File: config.mk
export PLATFORM = sky130hd
export DESIGN_NAME = spi_txn_arbiter
export DESIGN_NICKNAME = d
export VERILOG_FILES = /design/src/rtl/spi_txn_arbiter.sv
export SDC_FILE = /design/constraint.sdc
export NUM_CORES = 1
export LEC_CHECK = 0
export BUFFER_PORTS_ARGS = -buffer_cell sky130_fd_sc_hd__buf_4
export CORE_AREA = 2 2 70 138
export CTS_BUF_LIST = sky130_fd_sc_hd__clkbuf_8 sky130_fd_sc_hd__clkbuf_16
export DETAILED_ROUTE_END_ITERATION = 10
export DIE_AREA = 0 0 72 140
export PLACE_DENSITY = 0.6
export RECOVER_POWER = 25
export REMOVE_ABC_BUFFERS = 1
export SLEW_MARGIN = 20
export SYNTH_ARGS = -nofsm -noshare
export SYNTH_HDL_FRONTEND = slang
export SYNTH_SLANG_ARGS = --single-unit
File: constraint.sdc
create_clock -name i_Clk -period 4 [get_ports i_Clk]
set_input_delay 0.8 -clock i_Clk [delete_from_list [all_inputs] [get_ports i_Clk]]
set_output_delay 0.8 -clock i_Clk [all_outputs]
set_load 0.005 [all_outputs]
File: src/rtl/spi_txn_arbiter.sv
// Round-robin arbiter that gives one requester at a time a complete SPI burst:
// slave-select setup, byte-by-byte handoff to a byte engine, then hold and release.
module spi_txn_arbiter #(
  parameter int NUM_REQ    = 2,
  parameter int NUM_SLAVES = 4,
  parameter int GAP_CYCLES = 2,
  parameter int TIMEOUT    = 1024
) (
  input  logic                                  i_Clk,
  input  logic                                  i_Rst,
  input  logic [NUM_REQ-1:0]                    i_req,
  input  logic [NUM_REQ*$clog2(NUM_SLAVES)-1:0] i_req_slave,
  input  logic [NUM_REQ*4-1:0]                  i_req_len,
  input  logic [NUM_REQ*8-1:0]                  i_tx_byte,
  output logic [NUM_REQ-1:0]                    o_grant,
  output logic [NUM_REQ-1:0]                    o_tx_pop,
  output logic [7:0]                            o_rx_byte,
  output logic [NUM_REQ-1:0]                    o_rx_valid,
  output logic [NUM_REQ-1:0]                    o_done,
  output logic [NUM_REQ-1:0]                    o_err,
  output logic                                  o_spi_tx_ready,
  output logic [7:0]                            o_spi_tx_byte,
  input  logic                                  i_spi_busy,
  input  logic                                  i_spi_byte_ready,
  input  logic [7:0]                            i_spi_rx_byte,
  output logic [NUM_SLAVES-1:0]                 o_ss_n
);

  localparam int SW = $clog2(NUM_SLAVES);
  localparam int PW = (NUM_REQ > 1) ? $clog2(NUM_REQ) : 1;
  localparam logic [PW:0]  LP_NREQ   = (PW+1)'(NUM_REQ);
  localparam logic [7:0]   LP_GAP_LD = 8'(GAP_CYCLES - 1);
  localparam logic [15:0]  LP_WD_LD  = 16'(TIMEOUT - 1);

  // state | meaning
  // IDLE  | no owner, ss_n released, waiting for any request
  // SETUP | slave selected, counting GAP_CYCLES before first byte
  // LOAD  | waiting for the byte engine to go idle, then hand it a byte
  // WAIT  | byte in flight, watchdog running until byte_ready
  // HOLD  | last byte done (or timeout), counting GAP_CYCLES before release
  typedef enum logic [2:0] {
    ST_IDLE,
    ST_SETUP,
    ST_LOAD,
    ST_WAIT,
    ST_HOLD
  } state_t;

  state_t                r_state;
  logic [NUM_SLAVES-1:0] r_ss_n;
  logic [NUM_REQ-1:0]    r_grant;
  logic [PW-1:0]         r_idx;
  logic [PW-1:0]         r_rr_ptr;
  logic [3:0]            r_len;
  logic [3:0]            r_byte_cnt;
  logic [7:0]            r_gap_cnt;
  logic [15:0]           r_wd_cnt;
  logic                  r_tx_ready;
  logic [7:0]            r_tx_byte;
  logic [NUM_REQ-1:0]    r_tx_pop;
  logic [7:0]            r_rx_byte;
  logic [NUM_REQ-1:0]    r_rx_valid;
  logic [NUM_REQ-1:0]    r_done;
  logic [NUM_REQ-1:0]    r_err;

  logic [SW-1:0]         w_slv_arr [NUM_REQ];
  logic [3:0]            w_len_arr [NUM_REQ];
  logic [7:0]            w_tx_arr  [NUM_REQ];

  for (genvar g = 0; g < NUM_REQ; g++) begin : g_unpack
    assign w_slv_arr[g] = i_req_slave[g*SW +: SW];
    assign w_len_arr[g] = i_req_len[g*4 +: 4];
    assign w_tx_arr[g]  = i_tx_byte[g*8 +: 8];
  end

  // Rotate requests so bit 0 is the requester after the last owner.
  logic [2*NUM_REQ-1:0] w_req_rot;
  logic                 w_win_found;
  logic [PW-1:0]        w_win_off;
  logic [PW:0]          w_win_sum;
  logic [PW-1:0]        w_win_idx;
  logic [PW:0]          w_next_sum;
  logic [PW-1:0]        w_next_ptr;

  assign w_req_rot = {i_req, i_req} >> r_rr_ptr;

  always_comb begin
    w_win_found = 1'b0;
    w_win_off   = '0;
    for (int i = NUM_REQ - 1; i >= 0; i--) begin
      if (w_req_rot[i]) begin
        w_win_found = 1'b1;
        w_win_off   = PW'(i);
      end
    end
  end

  assign w_win_sum  = {1'b0, r_rr_ptr} + {1'b0, w_win_off};
  assign w_win_idx  = (w_win_sum >= LP_NREQ) ? PW'(w_win_sum - LP_NREQ) : PW'(w_win_sum);
  assign w_next_sum = {1'b0, r_idx} + {{PW{1'b0}}, 1'b1};
  assign w_next_ptr = (w_next_sum >= LP_NREQ) ? '0 : PW'(w_next_sum);

  function automatic logic [NUM_REQ-1:0] f_onehot(input logic [PW-1:0] idx);
    f_onehot      = '0;
    f_onehot[idx] = 1'b1;
  endfunction

  function automatic logic [NUM_SLAVES-1:0] f_ss_sel(input logic [SW-1:0] slv);
    f_ss_sel      = '1;
    f_ss_sel[slv] = 1'b0;
  endfunction

  always_ff @(posedge i_Clk) begin
    if (i_Rst) begin
      r_state    <= ST_IDLE;
      r_ss_n     <= '1;
      r_grant    <= '0;
      r_idx      <= '0;
      r_rr_ptr   <= '0;
      r_len      <= '0;
      r_byte_cnt <= '0;
      r_gap_cnt  <= '0;
      r_wd_cnt   <= '0;
      r_tx_ready <= 1'b0;
      r_tx_byte  <= '0;
      r_tx_pop   <= '0;
      r_rx_byte  <= '0;
      r_rx_valid <= '0;
      r_done     <= '0;
      r_err      <= '0;
    end else begin
      r_tx_ready <= 1'b0;
      r_tx_pop   <= '0;
      r_rx_valid <= '0;
      r_done     <= '0;
      r_err      <= '0;
      case (r_state)
        ST_IDLE: begin
          if (w_win_found) begin
            r_idx      <= w_win_idx;
            r_grant    <= f_onehot(w_win_idx);
            r_ss_n     <= f_ss_sel(w_slv_arr[w_win_idx]);
            r_len      <= w_len_arr[w_win_idx];
            r_byte_cnt <= '0;
            r_gap_cnt  <= LP_GAP_LD;
            r_state    <= ST_SETUP;
          end
        end
        ST_SETUP: begin
          if (r_gap_cnt == 8'd0) begin
            r_state <= ST_LOAD;
          end else begin
            r_gap_cnt <= r_gap_cnt - 8'd1;
          end
        end
        ST_LOAD: begin
          if (!i_spi_busy) begin
            r_tx_ready <= 1'b1;
            r_tx_byte  <= w_tx_arr[r_idx];
            r_tx_pop   <= r_grant;
            r_wd_cnt   <= LP_WD_LD;
            r_state    <= ST_WAIT;
          end
        end
        ST_WAIT: begin
          // A byte arriving on the watchdog's last cycle still counts.
          if (i_spi_byte_ready) begin
            r_rx_byte  <= i_spi_rx_byte;
            r_rx_valid <= r_grant;
            r_byte_cnt <= r_byte_cnt + 4'd1;
            if (r_byte_cnt == r_len) begin
              r_gap_cnt <= LP_GAP_LD;
              r_state   <= ST_HOLD;
            end else begin
              r_state <= ST_LOAD;
            end
          end else if (r_wd_cnt == 16'd0) begin
            r_err     <= r_grant;
            r_gap_cnt <= LP_GAP_LD;
            r_state   <= ST_HOLD;
          end else begin
            r_wd_cnt <= r_wd_cnt - 16'd1;
          end
        end
        ST_HOLD: begin
          if (r_gap_cnt == 8'd0) begin
            r_ss_n   <= '1;
            r_grant  <= '0;
            r_done   <= r_grant;
            r_rr_ptr <= w_next_ptr;
            r_state  <= ST_IDLE;
          end else begin
            r_gap_cnt <= r_gap_cnt - 8'd1;
          end
        end
        default: begin
          r_state <= ST_IDLE;
        end
      endcase
    end
  end

  assign o_ss_n         = r_ss_n;
  assign o_grant        = r_grant;
  assign o_tx_pop       = r_tx_pop;
  assign o_rx_byte      = r_rx_byte;
  assign o_rx_valid     = r_rx_valid;
  assign o_done         = r_done;
  assign o_err          = r_err;
  assign o_spi_tx_ready = r_tx_ready;
  assign o_spi_tx_byte  = r_tx_byte;

endmodule

==> results of run 1 <==
-- critical path, stage by stage, from the launching register on --
cell and delay, ns:
dfxtp_1 0.82, mux2_4 0.37, or2_0 0.40, o21ai_1 0.35, a21oi_1 0.12, a311oi_1 0.26
-- routing by layer --
metal	track usage, %	up-vias	share of wire (%)
li1	-	1478	-
met1	17.0	1410	37
met2	30.8	85	55
met3	3.81	17	4.5
met4	9.33	0	3.3
met5	0	-	0
-- per-stage QoR --
stage,power [mW],cell area [µm²]
after floorplan,2.01,3160
after global placement,2.38,3830
after detailed placement,2.41,3830
after CTS,3.12,4090
after global routing,3.31,4090
final,3.10,4090
-- placed cells by master, fill, tap and decap left out, drive strengths merged, types with 3 or more instances in the layout --
| cell | synthesis | final |
|---|---|---|
| dfxtp | 68 | 68 |
| nor2 | 50 | 50 |
| buf | 4 | 49 |
| nand2 | 42 | 42 |
| a21oi | 33 | 33 |
| clkbuf | 16 | 33 |
| a211oi | 18 | 18 |
| mux2i | 15 | 15 |
| xnor2 | 11 | 11 |
| nor3 | 11 | 11 |
| o21ai | 10 | 10 |
| inv | 8 | 9 |
| or3 | 9 | 9 |
| nor4 | 9 | 9 |
| and2 | 5 | 5 |
| nand2b | 5 | 5 |
| nor3b | 4 | 4 |
| nand4 | 4 | 4 |
| o32ai | 4 | 4 |
| ha | 4 | 4 |
| or4 | 4 | 4 |
| xor2 | 3 | 3 |
| nand3 | 3 | 3 |
| clkinv | 0 | 3 |
-- sequential cells by signal (all words and copies together) (netlist names) --
register	flops
o_spi_tx_byte	8
r_byte_cnt	4
o_grant	2
r_state	3
o_rx_byte	8
o_done	2
r_rr_ptr	1
o_err	2
o_tx_pop	2
r_len	4
o_rx_valid	2
r_gap_cnt	8
r_idx	1
o_spi_tx_ready	1
r_wd_cnt	16
o_ss_n	4
-- kinds of logic (layout without fill, tap and decap cells) --
| kind of cell | Yosys count | count (layout) | synth area share (%) |
|---|---|---|---|
| compound gates | 83 | 83 | 17.3 |
| xor+xnor | 14 | 14 | 3.77 |
| fa+ha+maj | 5 | 5 | 1.85 |
| buf+inv | 28 | 96 | 3.77 |
| flops | 68 | 68 | 41.9 |
| mux | 16 | 16 | 5.08 |
| simple gates | 162 | 162 | 26.4 |
-- report_power, final --
group / switching [mW] / internal (mW) / total (mW) / leakage [nW]
Clock: 0.277 / 0.409 / 0.686 / 0.128
Sequential: 0.189 / 0.822 / 1.01 / 0.553
Combinational: 0.814 / 0.586 / 1.40 / 0.864
-- worst paths after layout --
path | start | endpoint | depth (start not counted)
hold / removal | o_rx_byte[5] | o_rx_byte[5] | 2
hold reg to reg | o_rx_byte[5] | o_rx_byte[5] | 2
setup reg to reg | r_state[0] | r_wd_cnt[9] | 5
setup / recovery | r_state[0] | r_wd_cnt[9] | 5
-- cell type report --
type	instances	area [µm²]
inverter	8	30.0
multi-input combinational	280	1780
clock buffer	9	225
sequential	68	1360
fill	905	4920
clock inverter	6	33.8
tap	102	128
timing repair buffer	73	537
==> flow_summary_export.csv, run 1 <==
group,metric,value,unit
timing,finalMaxSlewViolations,0,
clock_tree,tritoncts,"done",
finish,fin_util,45.4,%
finish,antenna_cells,0,
global_route,first_global_vias,2793,
die,row_count,49,
placement,placed_cells_incl_taps,531,
synth,yosysUniqueCellTypes,60,
clock_tree,post-cts-setup-buffers,0,
synth,synthCells,376,
worst_setup_path,startpoint_type,"flop",
clock_tree,cts_buffer_depth,2,
power,vdd_drop_max,0.310,mV
timing,rsz0062_at_grt,"no",
synth,synth.largest_area_cell,"dfxtp_1",
synth,ys_async_sr_fraction,0,%
synth,syn_area,3250,µm²
global_route,grt_first_pass_wirelength,13200,µm
worst_setup_path,critPathMaxFanout,20,
clock_tree,root_buffer,"clkbuf_16",
power,power.density,757,nW/µm²
global_route,grt_max_degree,53,
synth,synth_most_common_cell,"dfxtp_1",
power,power_leakage,1.54,nW
timing,worst_slew_pin_slew,0.781,ns
finish,finish.net_count,486,
die,start_util,36.1,%
route,via_count,2990,
worst_setup_path,worstPathArrival,2.66,ns
clock_tree,numCtsBuffers,9,
route,viasPerCell,5.48,
die,die_area,10100,µm²
worst_setup_path,rrSetupSlack,1.57,ns
placement,port_buffers,72,
route,wl_per_cell,15.1,µm
finish,stdcell_count,546,
route,routed_wl,8270,µm
clock_tree,ctsHoldBuffers,0,
placement,dp_slack,1.56,ns
route,first_pass_iters,4,
die,core_region_area,9010,µm²
worst_setup_path,crit_path_end_kind,"flop",
clock_tree,clkTransAtPathRegs,0.05,ns
synth,netlist.area_leader.share,41.9,%
die,ios,73,
worst_setup_path,crit_required,4.23,ns
timing,finalHoldViolCount,0,
run,max_cap_viol_count,0,
timing,setup_slack,1.57,ns
synth,synthTopCellsByCount,"dfxtp_1, nor2_1, nand2_1",
synth,ys_seq_area_share,41.9,%
route,drt_iter0_drc,174,
finish,syn_to_final_growth,25.8,%
clock_tree,h-tree-depth,3,
timing,finClkSkew,0.00305,ns
placement,place_hpwl,6170,µm
global_route,antenna_found_initial,0,
global_route,grt_overflow,0,
placement,gp_congestion,0.885,
die,die_h,140,µm
clock_tree,clock_sinks,68,
synth,synth-seq-cells,68,
route,ant_nets,0,
global_route,grt_usage,16.9,%
synth,syn_avg_cell_area,8.65,µm²
timing,hold_ws,0.452,ns
synth,yosys_warnings,0,
timing,period_share,60.6,%
timing,fin_setup_tns,0,ns
die,die_w,72,µm
synth,synth_edf_count,0,
timing,max_freq,412,MHz
hold_path,hp-class,"flop to flop",
worst_setup_path,path_class,"flop to flop",
synth,ys.flop_type,"dfxtp_1",
clock_tree,cts_resized,0,
synth,synthTopCellsByArea,"dfxtp_1, nor2_1, a21oi_1",
run_status,status,"complete, no violations",
timing,period_minus_slack,2.43,ns
finish,drive_above_1_share,22.3,%
route,drc,0,
timing,maxSlewHeadroom,47.9,%
timing,finalSetupViolations,0,
clock_tree,clk_latency,0.33,ns
Note: power is estimated with default switching activity, not from simulation.
==> run 2: changes to the inputs <==
Settings changed: ABC_AREA from default to 1, CORE_AREA 2 2 70 138 to 2 2 72 142, DIE_AREA 0 0 72 140 to 0 0 74 144.
Clock period 4 ns to 2.5 ns, I/O delays scaled along.
==> run 2 against run 1 <==
Net effect: final cell count rose by 33%; worst hold slack got worse by 0.062 ns; critical path depth rose by 3; via count is 17% higher; cell area up 8.5%; count of clock-buffer cells in the layout unchanged; critical path type unchanged; highest routed layer unchanged.
==> flow_summary_export.csv, run 2 <==
group,metric,value,unit
synth,syn_area,3460,µm²
finish,drive_above_1_share,20.6,%
placement,port_buffers,72,
worst_setup_path,worstPathArrival,2.26,ns
die,row_count,51,
die,die_w,74,µm
synth,synth_most_common_cell,"nand2_1",
synth,synth_top_family_by_area,"simple AND/OR/NAND/NOR gates",
finish,largest_reg_flops,16,
timing,worst_slew_pin_slew,0.838,ns
synth,synth_xor_xnor_area_share,1.01,%
finish,max_flop_register,"r_wd_cnt",
route,viasPerCell,4.81,
finish,antenna_cells,0,
clock_tree,numCtsBuffers,9,
timing,finClkSkew,0.00643,ns
die,ios,73,
route,ant_nets,0,
clock_tree,root_buffer,"clkbuf_16",
run_status,status,"complete, no violations",
clock_tree,clkTransAtPathRegs,0.06,ns
timing,fin_setup_tns,0,ns
finish,final_area,4440,µm²
placement,place_hpwl,7450,µm
global_route,grt_usage,19.3,%
finish,multi_input_area,1800,µm²
placement,dp_slack,0.424,ns
synth,netlist.area_leader.share,39.3,%
timing,finalSetupViolations,0,
synth,ys.flop_type,"dfxtp_1",
timing,rsz0062_at_grt,"no",
finish,fill_cells,1016,
synth,synthCells,518,
global_route,grt_first_pass_wirelength,15600,µm
global_route,first_global_vias,3399,
power,vdd_drop_max,0.610,mV
synth,yosys_warnings,0,
finish,final_common_cell,"nand2_1",
power,power.density,1240,nW/µm²
placement,gp_congestion,0.862,
finish,final_cell_mix,"nand2_1, nor2_1, dfxtp_1",
synth,synth_edf_count,0,
clock_tree,cts_resized,0,
synth,synth.largest_area_cell,"dfxtp_1",
timing,period_share,80.1,%
synth,ys_async_sr_fraction,0,%
synth,synthTopCellsByArea,"dfxtp_1, nand2_1, nor2_1",
route,via_count,3500,
finish,fin_util,46.1,%
timing,setup_slack,0.498,ns
clock_tree,post-cts-setup-buffers,0,
route,first_pass_iters,4,
finish,syn_to_final_growth,28.3,%
route,routed_wl,9720,µm
synth,yosys.area_share.adder,1.45,%
synth,synth_mux_area_share,0,%
clock_tree,tritoncts,"done",
route,drc,0,
synth,synthTopCellsByCount,"nand2_1, nor2_1, dfxtp_1",
die,die_area,10700,µm²
clock_tree,clock_sinks,68,
synth,yosysUniqueCellTypes,37,
worst_setup_path,crit_path_end_kind,"flop",
clock_tree,ctsHoldBuffers,0,
clock_tree,cts_buffer_depth,2,
die,core_region_area,9640,µm²
worst_setup_path,crit_required,2.76,ns
global_route,grt_overflow,0,
worst_setup_path,path_class,"flop to flop",
synth,syn_avg_cell_area,6.68,µm²
synth,synth-seq-cells,68,
timing,maxSlewHeadroom,44.2,%
route,drt_iter0_drc,112,
global_route,antenna_found_initial,0,
finish,finish.net_count,637,
synth,synth-simple-area-share,34.8,%
hold_path,hp-class,"input pin to flop",
synth,ys_seq_area_share,39.3,%
finish,seqCellArea,1360,µm²
worst_setup_path,critPathMaxFanout,15,
placement,place_area,4120,µm²
worst_setup_path,startpoint_type,"flop",
synth,synth_compound_area_share,14.9,%
timing,finalMaxSlewViolations,0,
clock_tree,h-tree-depth,3,
die,start_util,35.9,%
run,max_cap_viol_count,0,
timing,max_freq,500,MHz
clock_tree,clk_latency,0.33,ns
route,wl_per_cell,13.3,µm
timing,finalHoldViolCount,0,
timing,period_minus_slack,2.00,ns
die,die_h,144,µm
power,power_leakage,2.03,nW
global_route,grt_max_degree,35,
[run 2: kinds of logic (layout without fill, tap and decap cells)]
| family | count (synthesis) | in the layout |
|---|---|---|
| simple gates | 279 | 279 |
| compound gates | 92 | 92 |
| buf+inv | 71 | 149 |
| flops | 68 | 68 |
| fa+ha+maj | 4 | 4 |
| xor+xnor | 4 | 4 |
[run 2: critical path, cell delays in order (launching register included)]
cell and delay (ns):
dfxtp_1 0.43, nand3_2 0.29, nor2_4 0.33, inv_2 0.18
o21ai_2 0.14, inv_2 0.05, nand2_2 0.25, nand2_1 0.08
a21oi_1 0.16
[run 2: through the flow]
step / hold slack (ns) / std cells / power, mW
2_1_floorplan: 0.462 / 503 / 3.35
3_3_place_gp: 0.458 / 712 / 4.02
3_5_place_dp: 0.470 / 712 / 4.09
4_1_cts: 0.381 / 728 / 5.56
5_1_grt: 0.387 / 728 / 5.97
6_report: 0.390 / 728 / 5.50
[run 2: final cells by class]
cell class                      count  share of cell area [%]
Clock inverter                      7                    2.62
Multi-Input combinational cell    379                    40.5
Inverter                           56                    4.74
Clock buffer                        9                    5.07
Tap cell                          132                    3.72
Timing Repair Buffer               77                    12.7
Sequential cell                    68                    30.7
[run 2: path summary, 6_finish.rpt]
kind,slack (ns),to,cells after the start,from
max,0.50,r_wd_cnt[14],8,r_state[0]
min,0.39,o_rx_byte[2],3,i_spi_rx_byte[2]
max reg2reg,0.50,r_wd_cnt[14],8,r_state[0]
min reg2reg,0.48,o_ss_n[2],2,o_ss_n[2]
[run 2: routing by layer]
| metal | track usage (%) | up-vias | part of all wire [%] |
|---|---|---|---|
| met2 | 36.1 | 76 | 57 |
| met5 | 0 | - | 0 |
| li1 | - | 1800 | - |
| met4 | 11.4 | 0 | 3.7 |
| met1 | 18.7 | 1602 | 36 |
| met3 | 3.62 | 22 | 3.1 |
[run 2: report_power, final]
group          switching (mW)  internal [mW]  leakage [nW]
Sequential              0.228           1.32         0.554
Clock                   0.485          0.972         0.171
Combinational            1.60          0.885          1.30
==> run 3: changes to the inputs <==
Settings changed: PLACE_DENSITY 0.6 to 0.62.
Clock period 2.5 ns to 1.7 ns, I/O delays scaled along.
==> run 3 against run 2 <==
Net effect: routed wire length increased by 1.3%; die area unchanged; worst hold slack got worse by 0.16 ns; clock skew decreased by 0.00054 ns; via count increased by 3.0%; count of clock-buffer cells in the layout unchanged; combinational power increased by 71%; cell area increased by 3.3%; power increased by 48%; fmax increased by 26%; non-clock buffer count increased by 22; final cell count increased by 3.0%; critical path type unchanged; critical endpoint is now r_gap_cnt[5]; highest routed layer unchanged.
==> flow_summary_export.csv, run 3 (synthesis results as in run 2) <==
group,metric,value,unit
run_status,status,"complete, no violations",
die,die_area,10700,µm²
clock_tree,ctsHoldBuffers,0,
finish,fill_cells,992,
timing,period_share,93.6,%
global_route,antenna_found_initial,0,
global_route,grt_use_met1,19.1,%
clock_tree,root_buffer,"clkbuf_16",
placement,port_buffers,72,
route,routed_wl,9850,µm
route,first_pass_iters,5,
die,core_region_area,9640,µm²
run,max_cap_viol_count,0,
global_route,use_met2,36.7,%
finish,antenna_cells,0,
finish,final_common_cell,"nand2_1",
clock_tree,cts_buffer_depth,2,
timing,finalHoldViolCount,0,
hold_path,min_delay_path_depth,3,
route,viasPerCell,4.81,
finish,max_flop_register,"r_wd_cnt",
global_route,grt_overflow,0,
worst_setup_path,worstPathArrival,1.86,ns
clock_tree,h-tree-depth,3,
hold_path,hp-start,"i_spi_rx_byte[6]",
timing,max_freq,629,MHz
global_route,global_route.peak_usage_layer,"met2",
timing,fin_setup_tns,0,ns
worst_setup_path,path_cells,"nor2_2 > nand2_1 > nor2_2 > nand2_2 > nand3_2 > nand2_4 > nor2_4 > buf_12 > nand2_2 > a21oi_2",
route,drc,0,
global_route,met3_usage,3.41,%
global_route,grt_usage,19.6,%
worst_setup_path,rr_worst_depth,10,
finish,stdcell_count,750,
hold_path,min_to,"o_rx_byte[6]",
clock_tree,clkTransAtPathRegs,0.06,ns
timing,finalSetupViolations,0,
finish,final_cell_mix,"nand2_1, nor2_1, buf_4",
worst_setup_path,rrSetupSlack,0.11,ns
worst_setup_path,path_class,"flop to flop",
route,via_count,3606,
placement,dp_slack,0.0213,ns
worst_setup_path,r2r_end,"r_gap_cnt[5]",
placement,gp_congestion,0.878,
route,ant_nets,0,
finish,syn_to_final_growth,32.5,%
clock_tree,tritoncts,"done",
worst_setup_path,crit_required,1.97,ns
timing,finClkSkew,0.00588,ns
worst_setup_path,crit_path_end_kind,"flop",
power,total_power,8.16,mW
worst_setup_path,crit_slowest_cell,"dfxtp_1",
die,die_w,74,µm
die,start_util,35.9,%
worst_setup_path,critical_path_buf_inv_count,1,
global_route,grt_first_pass_wirelength,15800,µm
timing,finalMaxSlewViolations,0,
clock_tree,numCtsBuffers,9,
timing,setup_slack,0.109,ns
finish,finish.net_count,660,
die,ios,73,
die,die_h,144,µm
placement,placed_cells_incl_taps,733,
timing,worst_slew_pin_slew,0.400,ns
route,wl_per_cell,13.1,µm
global_route,grt_max_degree,22,
worst_setup_path,critPathMaxFanout,12,
hold_path,hp-class,"input pin to flop",
finish,drive_above_1_share,24.6,%
route,drt_iter0_drc,107,
worst_setup_path,cp_top_family,"simple AND/OR/NAND/NOR gates",
timing,period_minus_slack,1.59,ns
placement,place_hpwl,7470,µm
clock_tree,clock_sinks,68,
power,power_leakage,2.10,nW
global_route,first_global_vias,3462,
worst_setup_path,cp.depth,10,
worst_setup_path,r2r_start,"r_wd_cnt[6]",
clock_tree,clk_latency,0.33,ns
worst_setup_path,crit_path_max_incr_delay,0.35,ns
finish,largest_reg_flops,16,
worst_setup_path,startpoint_type,"flop",
power,power.density,1780,nW/µm²
power,vdd_drop_max,0.820,mV
timing,maxSlewHeadroom,73.2,%
die,row_count,51,
[run 3: routing by layer]
metal	up-vias	routed length (µm)	share of wire (%)
met4	0	408	4.1
met3	31	252	2.6
met1	1665	3610	37
met2	68	5570	57
li1	1842	-	-
met5	-	0	0
[run 3: worst max path at each step]
stage                 from           end  slack [ns]
2_1_floorplan  r_wd_cnt[0]  r_gap_cnt[2]        0.08
3_3_place_gp      i_req[1]     o_ss_n[2]        0.05
3_5_place_dp      i_req[1]     o_ss_n[1]        0.02
4_1_cts        r_wd_cnt[0]  r_gap_cnt[2]       0.009
5_1_grt        r_wd_cnt[1]  r_gap_cnt[2]      -0.006
6_report       r_wd_cnt[6]  r_gap_cnt[5]        0.11
[run 3: metrics by stage]
stage | utilization [%] | cell area, µm² | hold WS [ns]
after floorplan | - | 3380 | 0.402
final | 47.6 | 4580 | 0.231
after detailed placement | 44.5 | 4290 | 0.466
after global placement | 44.5 | 4290 | 0.462
after CTS | 47.2 | 4550 | 0.218
after global routing | 47.6 | 4580 | 0.239
[run 3: what timing repair did]
| action | CTS | global route |
|---|---|---|
| setup endpoints to repair | 0 | 27 |
| gates resized for setup | 0 | 10 |
| setup buffers | 0 | 1 |
[run 3: report_power, final]
group          total (mW)  leakage, nW  switching [mW]  internal [mW]
clock network        1.64        0.128           0.678          0.963
registers            2.26        0.554           0.309           1.95
logic                4.26         1.42            2.53           1.73
total                8.16         2.10            3.52           4.64
[run 3: cell type report]
type / count / area, µm² / area share (%)
Clock buffer: 9 / 225 / 4.91
Clock inverter: 6 / 33.8 / 0.737
Inverter: 56 / 210 / 4.59
Multi-Input combinational cell: 380 / 1840 / 40.2
Sequential cell: 68 / 1360 / 29.7
Tap cell: 132 / 165 / 3.60
Timing Repair Buffer: 99 / 747 / 16.3
[run 3: tightest hold or removal path, stage by stage]
cell and delay [ns]:
buf_4 0.08, nor2_1 0.03, nor2_1 0.08
